--- src/rtl/m68k_bus_ctrl_if.sv ---
// 68000 bus-cycle handshake bundle between the CPU/decoder/arbiter side and the bus controller.
interface m68k_bus_ctrl_if;
  logic       cpu_as_n;
  logic       cpu_rw;
  logic       prog_rom_cs;
  logic       mem_cs;
  logic       pal_cs;
  logic       io_cs;
  logic       rom_ack;
  logic       rom_req;
  logic       cpu_dtack_n;
  logic       cpu_berr_n;
  logic [2:0] region;
  logic       busy;

  modport master (
    output cpu_as_n, cpu_rw, prog_rom_cs, mem_cs, pal_cs, io_cs, rom_ack,
    input  rom_req, cpu_dtack_n, cpu_berr_n, region, busy
  );

  modport slave (
    input  cpu_as_n, cpu_rw, prog_rom_cs, mem_cs, pal_cs, io_cs, rom_ack,
    output rom_req, cpu_dtack_n, cpu_berr_n, region, busy
  );
endinterface

--- src/rtl/m68k_bus_ctrl.sv ---
// 68000 bus-cycle controller: latches the region on AS, inserts wait states, fetches ROM
// words from the SDRAM arbiter and produces DTACK_n / BERR_n with a watchdog timeout.
module m68k_bus_ctrl #(
  parameter int RAM_WAIT = 1,
  parameter int PAL_WAIT = 2,
  parameter int IO_WAIT  = 0,
  parameter int TIMEOUT  = 255
) (
  input  logic           clk,
  input  logic           reset,
  m68k_bus_ctrl_if.slave bus
);

  typedef enum logic [2:0] {
    S_IDLE,
    S_ROM_WAIT,
    S_CNT_WAIT,
    S_ACK,
    S_ERR
  } state_t;

  localparam logic [2:0] REG_NONE = 3'd0;
  localparam logic [2:0] REG_ROM  = 3'd1;
  localparam logic [2:0] REG_MEM  = 3'd2;
  localparam logic [2:0] REG_PAL  = 3'd3;
  localparam logic [2:0] REG_IO   = 3'd4;
  localparam logic [2:0] REG_UNM  = 3'd5;

  localparam logic [7:0] TMO_MAX  = 8'(TIMEOUT);

  state_t     state_q;
  logic [2:0] region_q;
  logic [2:0] region_d;
  logic [7:0] wait_q;
  logic [7:0] wait_d;
  logic [7:0] tmo_q;
  logic       rom_req_q;
  logic       dtack_n_q;
  logic       berr_n_q;
  logic       busy_q;

  always_comb begin
    region_d = REG_UNM;
    if (bus.prog_rom_cs)  region_d = REG_ROM;
    else if (bus.mem_cs)  region_d = REG_MEM;
    else if (bus.pal_cs)  region_d = REG_PAL;
    else if (bus.io_cs)   region_d = REG_IO;
  end

  // ROM writes never reach the arbiter; they are timed like RAM.
  always_comb begin
    wait_d = 8'd0;
    case (region_d)
      REG_ROM: wait_d = 8'(RAM_WAIT);
      REG_MEM: wait_d = 8'(RAM_WAIT);
      REG_PAL: wait_d = 8'(PAL_WAIT);
      REG_IO:  wait_d = 8'(IO_WAIT);
      default: wait_d = 8'd0;
    endcase
  end

  always_ff @(posedge clk or posedge reset) begin
    if (reset) begin
      state_q   <= S_IDLE;
      region_q  <= REG_NONE;
      wait_q    <= 8'd0;
      tmo_q     <= 8'd0;
      rom_req_q <= 1'b0;
      dtack_n_q <= 1'b1;
      berr_n_q  <= 1'b1;
      busy_q    <= 1'b0;
    end else begin
      case (state_q)
        S_IDLE: begin
          tmo_q <= 8'd0;
          if (!bus.cpu_as_n) begin
            region_q <= region_d;
            busy_q   <= 1'b1;
            if (region_d == REG_ROM && bus.cpu_rw) begin
              state_q   <= S_ROM_WAIT;
              rom_req_q <= 1'b1;
            end else begin
              state_q <= S_CNT_WAIT;
              wait_q  <= wait_d;
            end
          end
        end

        // Abort beats a coincident rom_ack; rom_ack beats a coincident timeout.
        S_ROM_WAIT: begin
          if (bus.cpu_as_n) begin
            state_q   <= S_IDLE;
            rom_req_q <= 1'b0;
            region_q  <= REG_NONE;
            busy_q    <= 1'b0;
            tmo_q     <= 8'd0;
          end else if (bus.rom_ack) begin
            state_q   <= S_ACK;
            rom_req_q <= 1'b0;
          end else if (tmo_q == TMO_MAX) begin
            state_q   <= S_ERR;
            rom_req_q <= 1'b0;
            berr_n_q  <= 1'b0;
          end else begin
            tmo_q <= tmo_q + 8'd1;
          end
        end

        S_CNT_WAIT: begin
          if (bus.cpu_as_n) begin
            state_q  <= S_IDLE;
            region_q <= REG_NONE;
            busy_q   <= 1'b0;
            tmo_q    <= 8'd0;
          end else if (region_q != REG_UNM && wait_q == 8'd0) begin
            state_q   <= S_ACK;
            dtack_n_q <= 1'b0;
          end else if (tmo_q == TMO_MAX) begin
            state_q  <= S_ERR;
            berr_n_q <= 1'b0;
          end else begin
            tmo_q <= tmo_q + 8'd1;
            if (region_q != REG_UNM) wait_q <= wait_q - 8'd1;
          end
        end

        S_ACK: begin
          if (bus.cpu_as_n) begin
            state_q   <= S_IDLE;
            dtack_n_q <= 1'b1;
            region_q  <= REG_NONE;
            busy_q    <= 1'b0;
            tmo_q     <= 8'd0;
          end else begin
            dtack_n_q <= 1'b0;
          end
        end

        S_ERR: begin
          if (bus.cpu_as_n) begin
            state_q  <= S_IDLE;
            berr_n_q <= 1'b1;
            region_q <= REG_NONE;
            busy_q   <= 1'b0;
            tmo_q    <= 8'd0;
          end
        end

        default: begin
          state_q   <= S_IDLE;
          rom_req_q <= 1'b0;
          dtack_n_q <= 1'b1;
          berr_n_q  <= 1'b1;
          region_q  <= REG_NONE;
          busy_q    <= 1'b0;
        end
      endcase
    end
  end

  assign bus.rom_req     = rom_req_q;
  assign bus.cpu_dtack_n = dtack_n_q;
  assign bus.cpu_berr_n  = berr_n_q;
  assign bus.region      = region_q;
  assign bus.busy        = busy_q;

endmodule

--- src/flat_wrapper.sv ---
// flat-port wrapper written by rule: the top's interface ports become plain ports
module m68k_bus_ctrl_flat 
#(
  parameter int RAM_WAIT = 1,
  parameter int PAL_WAIT = 2,
  parameter int IO_WAIT  = 0,
  parameter int TIMEOUT  = 255
)
  (clk, reset, bus_cpu_as_n, bus_cpu_rw, bus_prog_rom_cs, bus_mem_cs, bus_pal_cs, bus_io_cs, bus_rom_ack, bus_rom_req, bus_cpu_dtack_n, bus_cpu_berr_n, bus_region, bus_busy);
  m68k_bus_ctrl_if bus_i ();
  input  logic clk;
  input  logic reset;
  input wire logic [$bits(bus_i.cpu_as_n)-1:0] bus_cpu_as_n;
  input wire logic [$bits(bus_i.cpu_rw)-1:0] bus_cpu_rw;
  input wire logic [$bits(bus_i.prog_rom_cs)-1:0] bus_prog_rom_cs;
  input wire logic [$bits(bus_i.mem_cs)-1:0] bus_mem_cs;
  input wire logic [$bits(bus_i.pal_cs)-1:0] bus_pal_cs;
  input wire logic [$bits(bus_i.io_cs)-1:0] bus_io_cs;
  input wire logic [$bits(bus_i.rom_ack)-1:0] bus_rom_ack;
  output wire logic [$bits(bus_i.rom_req)-1:0] bus_rom_req;
  output wire logic [$bits(bus_i.cpu_dtack_n)-1:0] bus_cpu_dtack_n;
  output wire logic [$bits(bus_i.cpu_berr_n)-1:0] bus_cpu_berr_n;
  output wire logic [$bits(bus_i.region)-1:0] bus_region;
  output wire logic [$bits(bus_i.busy)-1:0] bus_busy;
  assign bus_i.cpu_as_n = bus_cpu_as_n;
  assign bus_i.cpu_rw = bus_cpu_rw;
  assign bus_i.prog_rom_cs = bus_prog_rom_cs;
  assign bus_i.mem_cs = bus_mem_cs;
  assign bus_i.pal_cs = bus_pal_cs;
  assign bus_i.io_cs = bus_io_cs;
  assign bus_i.rom_ack = bus_rom_ack;
  assign bus_rom_req = bus_i.rom_req;
  assign bus_cpu_dtack_n = bus_i.cpu_dtack_n;
  assign bus_cpu_berr_n = bus_i.cpu_berr_n;
  assign bus_region = bus_i.region;
  assign bus_busy = bus_i.busy;
  m68k_bus_ctrl #(.RAM_WAIT(RAM_WAIT), .PAL_WAIT(PAL_WAIT), .IO_WAIT(IO_WAIT), .TIMEOUT(TIMEOUT)) u_core (.clk(clk), .reset(reset), .bus(bus_i));
endmodule
--- config.mk ---
export PLATFORM = sky130hd
export DESIGN_NAME = m68k_bus_ctrl_flat
export DESIGN_NICKNAME = d
export VERILOG_FILES = /design/src/rtl/m68k_bus_ctrl_if.sv /design/src/rtl/m68k_bus_ctrl.sv /design/src/flat_wrapper.sv
export SDC_FILE = /design/constraint.sdc
export NUM_CORES = 1
export LEC_CHECK = 0
export BUFFER_PORTS_ARGS = -buffer_cell sky130_fd_sc_hd__clkbuf_2
export CAP_MARGIN = 20
export CELL_PAD_IN_SITES_DETAIL_PLACEMENT = 0
export CELL_PAD_IN_SITES_GLOBAL_PLACEMENT = 1
export CORE_MARGIN = 5
export CORE_UTILIZATION = 48
export DETAILED_ROUTE_END_ITERATION = 8
export PLACE_DENSITY = 0.9
export SKIP_CTS_REPAIR_TIMING = 1
export SLEW_MARGIN = 10
export SYNTH_ARGS = -nofsm -noshare
export SYNTH_HDL_FRONTEND = slang
export SYNTH_SLANG_ARGS = --single-unit
--- constraint.sdc ---
create_clock -name clk -period 2.9 [get_ports clk]
set_input_delay 0.58 -clock clk [delete_from_list [all_inputs] [get_ports clk]]
set_output_delay 0.58 -clock clk [all_outputs]
set_load 0.1 [all_outputs]
======== Yosys cells after proc, flatten, opt, wreduce, memory -nomap -nowiden ========
Index checks and enable logic that the tools add are counted.
storage, ports and cells
  word-level logic and storage cells ...... 107
  register bits ........................... 26
  output and inout bits ................... 7
operators by class
  reduce and logical (&&, ||, !) cells .... 19
  mux-type cells .......................... 50
  eq/ne operators ......................... 25
  bitwise logic cells ..................... 3
  add/subtract/negate cells ............... 2
operators with widths
  cell                                                                     number
  8-bit two-way mux                                                        12
  3-bit two-way mux                                                        11
  8-bit case mux with 4 select lines                                       1
  1-bit two-way mux                                                        17
  2-bit inequality test, second input constant                             8
  8-bit case mux with 2 select lines                                       1
  3-bit by 2-bit == test with 1-bit output, second input constant          4
  3-bit case mux with 4 select lines                                       1
  2-bit by 1-bit inequality test with 1-bit output, second input constant  5
  3-bit inequality test, second input constant                             3
  8-bit by 1-bit adder with 8-bit output, second input constant            1
  8-bit == test, second input constant                                     1
  8-bit logical NOT                                                        1
  4-bit AND reduction                                                      2
  8-bit by 1-bit subtractor with 8-bit output, second input constant       1
  7-bit AND reduction                                                      1
  3-bit by 1-bit == test with 1-bit output, second input constant          2
  1-bit case mux with 3 select lines                                       2
  3-bit case mux with 2 select lines                                       1
  6-bit AND reduction                                                      1
  2-bit OR reduction                                                       3
  3-bit OR reduction                                                       2
  4-bit by 3-bit inequality test with 1-bit output, second input constant  1
  1-bit case mux with 4 select lines                                       1
  other kinds (12)                                                         16

======== Longest topological paths before layout ========
  word-level depth ........................ 10
  mapped depth ............................ 6

======== Worst setup path before layout ========
Ideal clock, no wire load.
  path kind ............................... reg2reg
  start ................................... register u_core.region_q[2], in the netlist u_core.bus.region[2]
  end ..................................... register u_core.tmo_q[3]
  setup time .............................. 101 ps
  arrival time ............................ 2042 ps
  stages on the path, launching flop included .. 5
  path slack .............................. 757 ps
  cells stage by stage .................... dfrtp_1 -> nand3b_1 -> a31oi_1 -> o21ai_0 -> o32ai_1
on the way
  longest elaborated chain between the ends .. 4
RTL lines
  what                                    RTL line              RTL
  start, declared                         m68k_bus_ctrl.sv:32   logic [2:0] region_q;
  start signal, assigned                  m68k_bus_ctrl.sv:77   region_q <= region_d;
  3-bit inequality test                   m68k_bus_ctrl.sv:115  end else if (region_q != REG_UNM && wait_q == 8'd0) begin
  1-bit logical AND                       m68k_bus_ctrl.sv:115
  3-bit inequality test (no source line)  n/a
  4-bit AND reduction (no source line)    n/a
  end signal, assigned                    m68k_bus_ctrl.sv:105  tmo_q <= tmo_q + 8'd1;
  end signal, assigned                    m68k_bus_ctrl.sv:122  tmo_q <= tmo_q + 8'd1;
  end, declared                           m68k_bus_ctrl.sv:36   logic [7:0] tmo_q;
No other way between the ends.
A chain may end at the register's enable or synchronous reset.

======== Worst setup path after layout ========
  start ................................... register u_core.tmo_q[0]
  end ..................................... register u_core.tmo_q[2]
on the way
  longest elaborated chain between the ends .. 5
  elaborated cells on any way between the ends .. 8
  classes of those cells .................. 1 x add/sub; 1 x eq/ne; 6 x mux
RTL lines
  what                                                                     RTL line                                    RTL
  8-bit by 1-bit adder with 8-bit output or 8-bit == test (tied branches)  n/a
  8-bit two-way mux *                                                      m68k_bus_ctrl.sv:100, m68k_bus_ctrl.sv:118
  8-bit two-way mux, on equally long branches                              m68k_bus_ctrl.sv:115, m68k_bus_ctrl.sv:97
  8-bit two-way mux, on equally long branches                              m68k_bus_ctrl.sv:110, m68k_bus_ctrl.sv:91
  8-bit case mux with 4 select lines *                                     m68k_bus_ctrl.sv:73                         case (state_q)
Every way passes the cells marked *; elsewhere a longest branch is shown, timed or not. The select of a mux whose other input is x is not followed.

==> summary.txt <==
Outcome
  – Status: complete, no violations

Timing
  – Final setup vio count: 0
  – RSZ-0062 raised after global routing: no
  – Max_slew headroom: 0.428
  – Final Critical Period: 2.14 ns
  – Max Freq: 468 MHz
  – Final setup TNS: 0 ns
  – Worst Tran Pin Value: 0.836 ns
  – Final Hold Viols: 0
  – Final max-slew violation count: 0
  – Period utilization: 0.737
  – Clock skew: 0.00260 ns

Logic synthesis
  – Dominant synthesized flop cell: dfrtp_1
  – Syn Std Cell Area: 1770 µm²
  – Ys async rst share: 1.00
  – Post-synthesis sequential area ratio: 0.369
  – Syn Area/Cell: 8.64 µm²
  – Number of synthesized flops with an enable pin: 0
  – Yosys warnings: 0
  – Syn Inst Count: 205
  – Unique masters post-synth: 56
  – Synthesized flop and latch total: 26
  – Synth Net Count: 216

Global route
  – GR Util met1: 0.275
  – GR peak layer: met2
  – Largest net degree at the start of global routing: 27
  – Global Route Usage Sum: 0.198
  – M3 GR Usage: 0.0341
  – GRT overflow: 0
  – Initial antenna violation count: 0
  – Vias in the first global route: 1631
  – First-pass GRT wire length: 8.06 mm
  – GR Layer Usage met2: 0.310

Worst setup path
  – CP max stage delay: 0.49 ns
  – Crit path buf inv count: 0
  – CP Launch Type: register
  – Worst R2R Path Depth: 5
  – CP required: 3.04 ns
  – WP data arrival: 2.28 ns
  – WP depth: 5
  – Crit-path slowest cell: a2111oi_0
  – Top delay family on crit path: compound AO/OA/AOI/OAI gates
  – Crit Path Max Fanout: 9
  – Crit path kind: reg2reg
  – CP cell instances: ha_1 -> and4_1 -> a32o_1 -> a2111oi_0 -> o32ai_1
  – CP endpoint kind: register

Layout
  – Final Cell Area: 1980 µm²
  – Commonest non-fill, non-tap cell in the layout: dfrtp_1
  – Diode count: 0
  – Layout area overhead: 11.7%
  – Commonest cells after routing, fill and taps aside: 24 x dfrtp_1, 23 x nand2_1, 15 x clkbuf_2
  – # nets final: 232
  – Layout cells sized above 1: 0.159

Clocking
  – Root Driver: clkbuf_8
  – # clock sinks: 26
  – CTS Buf Count: 3
  – CTS tree: done
  – Clk_lat worst skew: 0.28 ns
  – Clock Path Buffers: 2
  – Clock slew at reported path FFs: 0.09 ns
  – H-tree depth: 1

Placement
  – Dpl cell area: 1900 µm²
  – # port buffers: 15
  – Routability Congestion: 0.873
  – HPWL after DPL: 3.40 mm

Floorplanning
  – Floorplan row count: 22
  – Chip width: 70.8 µm
  – Die H: 70.8 µm
  – Core ar.: 3610 µm²
  – I/O pins: 16
  – Die Area: 5010 µm²
  – Initial Utilization: 0.491

Drt
  – DRC: 0
  – Post-route ant nets: 0
  – Drt pass-1 iters: 4
  – Drt total wl: 4.64 mm
  – Via-to-Cell Ratio: 6.45
  – First DRT Iteration DRCs: 136
  – Routed wire per std cell: 17.3 µm
  – Via count: 1729

Worst hold path
  – Worst Hold Class: in2async

Power
  – Peak supply drop: 0.738 mV
  – Pwr per Cell Area: 1060 nW/µm²
  – Pleak: 0.790 nW

Flow run
  – Max-cap violations: 0
[synth_stat cells (2+ instances only)]
| cell type | count | area, µm² |
|---|---|---|
| o311ai_0 | 2 | 17.5 |
| o211ai_1 | 4 | 30.0 |
| nand3b_1 | 2 | 15.0 |
| o21ai_1 | 3 | 15.0 |
| or2_2 | 3 | 18.8 |
| buf_2 | 2 | 10.0 |
| a31oi_1 | 6 | 37.5 |
| and3_1 | 3 | 18.8 |
| dfstp_2 | 2 | 52.6 |
| a32o_1 | 3 | 30.0 |
| nand2b_1 | 4 | 25.0 |
| nor3_1 | 5 | 25.0 |
| o22ai_1 | 2 | 12.5 |
| nand3_1 | 8 | 40.0 |
| nor2b_1 | 2 | 12.5 |
| o21ai_0 | 11 | 55.1 |
| clkbuf_1 | 5 | 18.8 |
| ha_1 | 2 | 25.0 |
| a311oi_1 | 2 | 17.5 |
| dfrtp_1 | 24 | 601 |
| nand4_1 | 2 | 12.5 |
| a41oi_1 | 3 | 26.3 |
| nor2_1 | 13 | 48.8 |
| a211oi_1 | 2 | 15.0 |
| inv_1 | 10 | 37.5 |
| o31ai_1 | 4 | 30.0 |
| a2111oi_0 | 7 | 61.3 |
| o32ai_1 | 3 | 26.3 |
| and2_1 | 2 | 12.5 |
| o41ai_1 | 2 | 17.5 |
| or3b_2 | 2 | 17.5 |
| a21boi_0 | 3 | 22.5 |
| nand2_1 | 23 | 86.3 |
| a21oi_1 | 8 | 40.0 |
| nor3b_1 | 2 | 15.0 |
| o22a_1 | 2 | 17.5 |
| and4_1 | 3 | 26.3 |
[metrics by stage]
step,setup WS (ns),total power (W),utilization,std cells,hold slack (ns)
floorplan,0.757,0.00157,-,205,0.484
global placement,0.884,0.00181,0.526,263,0.481
detailed placement,0.749,0.00185,0.526,263,0.473
CTS,0.782,0.00209,0.541,267,0.494
global route,0.502,0.00227,0.549,268,0.282
finish,0.762,0.00211,0.549,268,0.260
[per-layer routing]
layer,share of wire,vias to the layer above
met5,0,-
met4,0.013,0
met3,0.040,5
met2,0.49,45
met1,0.46,846
li1,-,833
[final cells by class]
type | instances | area (µm²)
fill | 339 | 1630
multi-input combinational | 161 | 1050
sequential | 26 | 653
timing repair buffer | 19 | 125
tap | 48 | 60.1
clock buffer | 4 | 55.1
inverter | 10 | 37.5
[power by group]
group,internal (W),leakage [nW],switching [W]
combinational,0.000403,0.425,0.000814
clock,0.000122,0.0288,0.000122
sequential,0.000476,0.336,0.000169
[cell families (layout without fill, tap and decap cells)]
family                   count (synthesis)  after routing  synth area share
AO/OA/AOI/OAI                           75             75             0.308
XOR/XNOR                                 1              1           0.00494
adder cells (fa/ha/maj)                  3              3            0.0198
buffers and inverters                   18             33            0.0395
flip-flops                              26             26             0.369
multiplexers                             1              1           0.00565
AND/OR/NAND/NOR                         81             81             0.254
[flip-flops by register name, summed over array words and instances, names as in the netlist]
name	count
u_core.bus.cpu_berr_n	1
u_core.bus.rom_req	1
u_core.tmo_q	8
u_core.wait_q	8
u_core.state_q	3
u_core.bus.cpu_dtack_n	1
u_core.bus.busy	1
u_core.bus.region	3
[path summary, 6_finish.rpt]
| path | startpoint | end | slack (ns) |
|---|---|---|---|
| worst max-delay path | u_core.tmo_q[0] | u_core.tmo_q[2] | 0.76 |
| worst min-delay path | reset | u_core.wait_q[5] | 0.26 |
| worst max register to register | u_core.tmo_q[0] | u_core.tmo_q[2] | 0.76 |
| worst min register to register | u_core.bus.cpu_berr_n | u_core.bus.cpu_berr_n | 0.49 |
| max in group asynchronous | reset | u_core.bus.cpu_dtack_n | 2.13 |
| min in group clk | u_core.bus.cpu_berr_n | u_core.bus.cpu_berr_n | 0.49 |
Power figures use the tool's default switching activity.
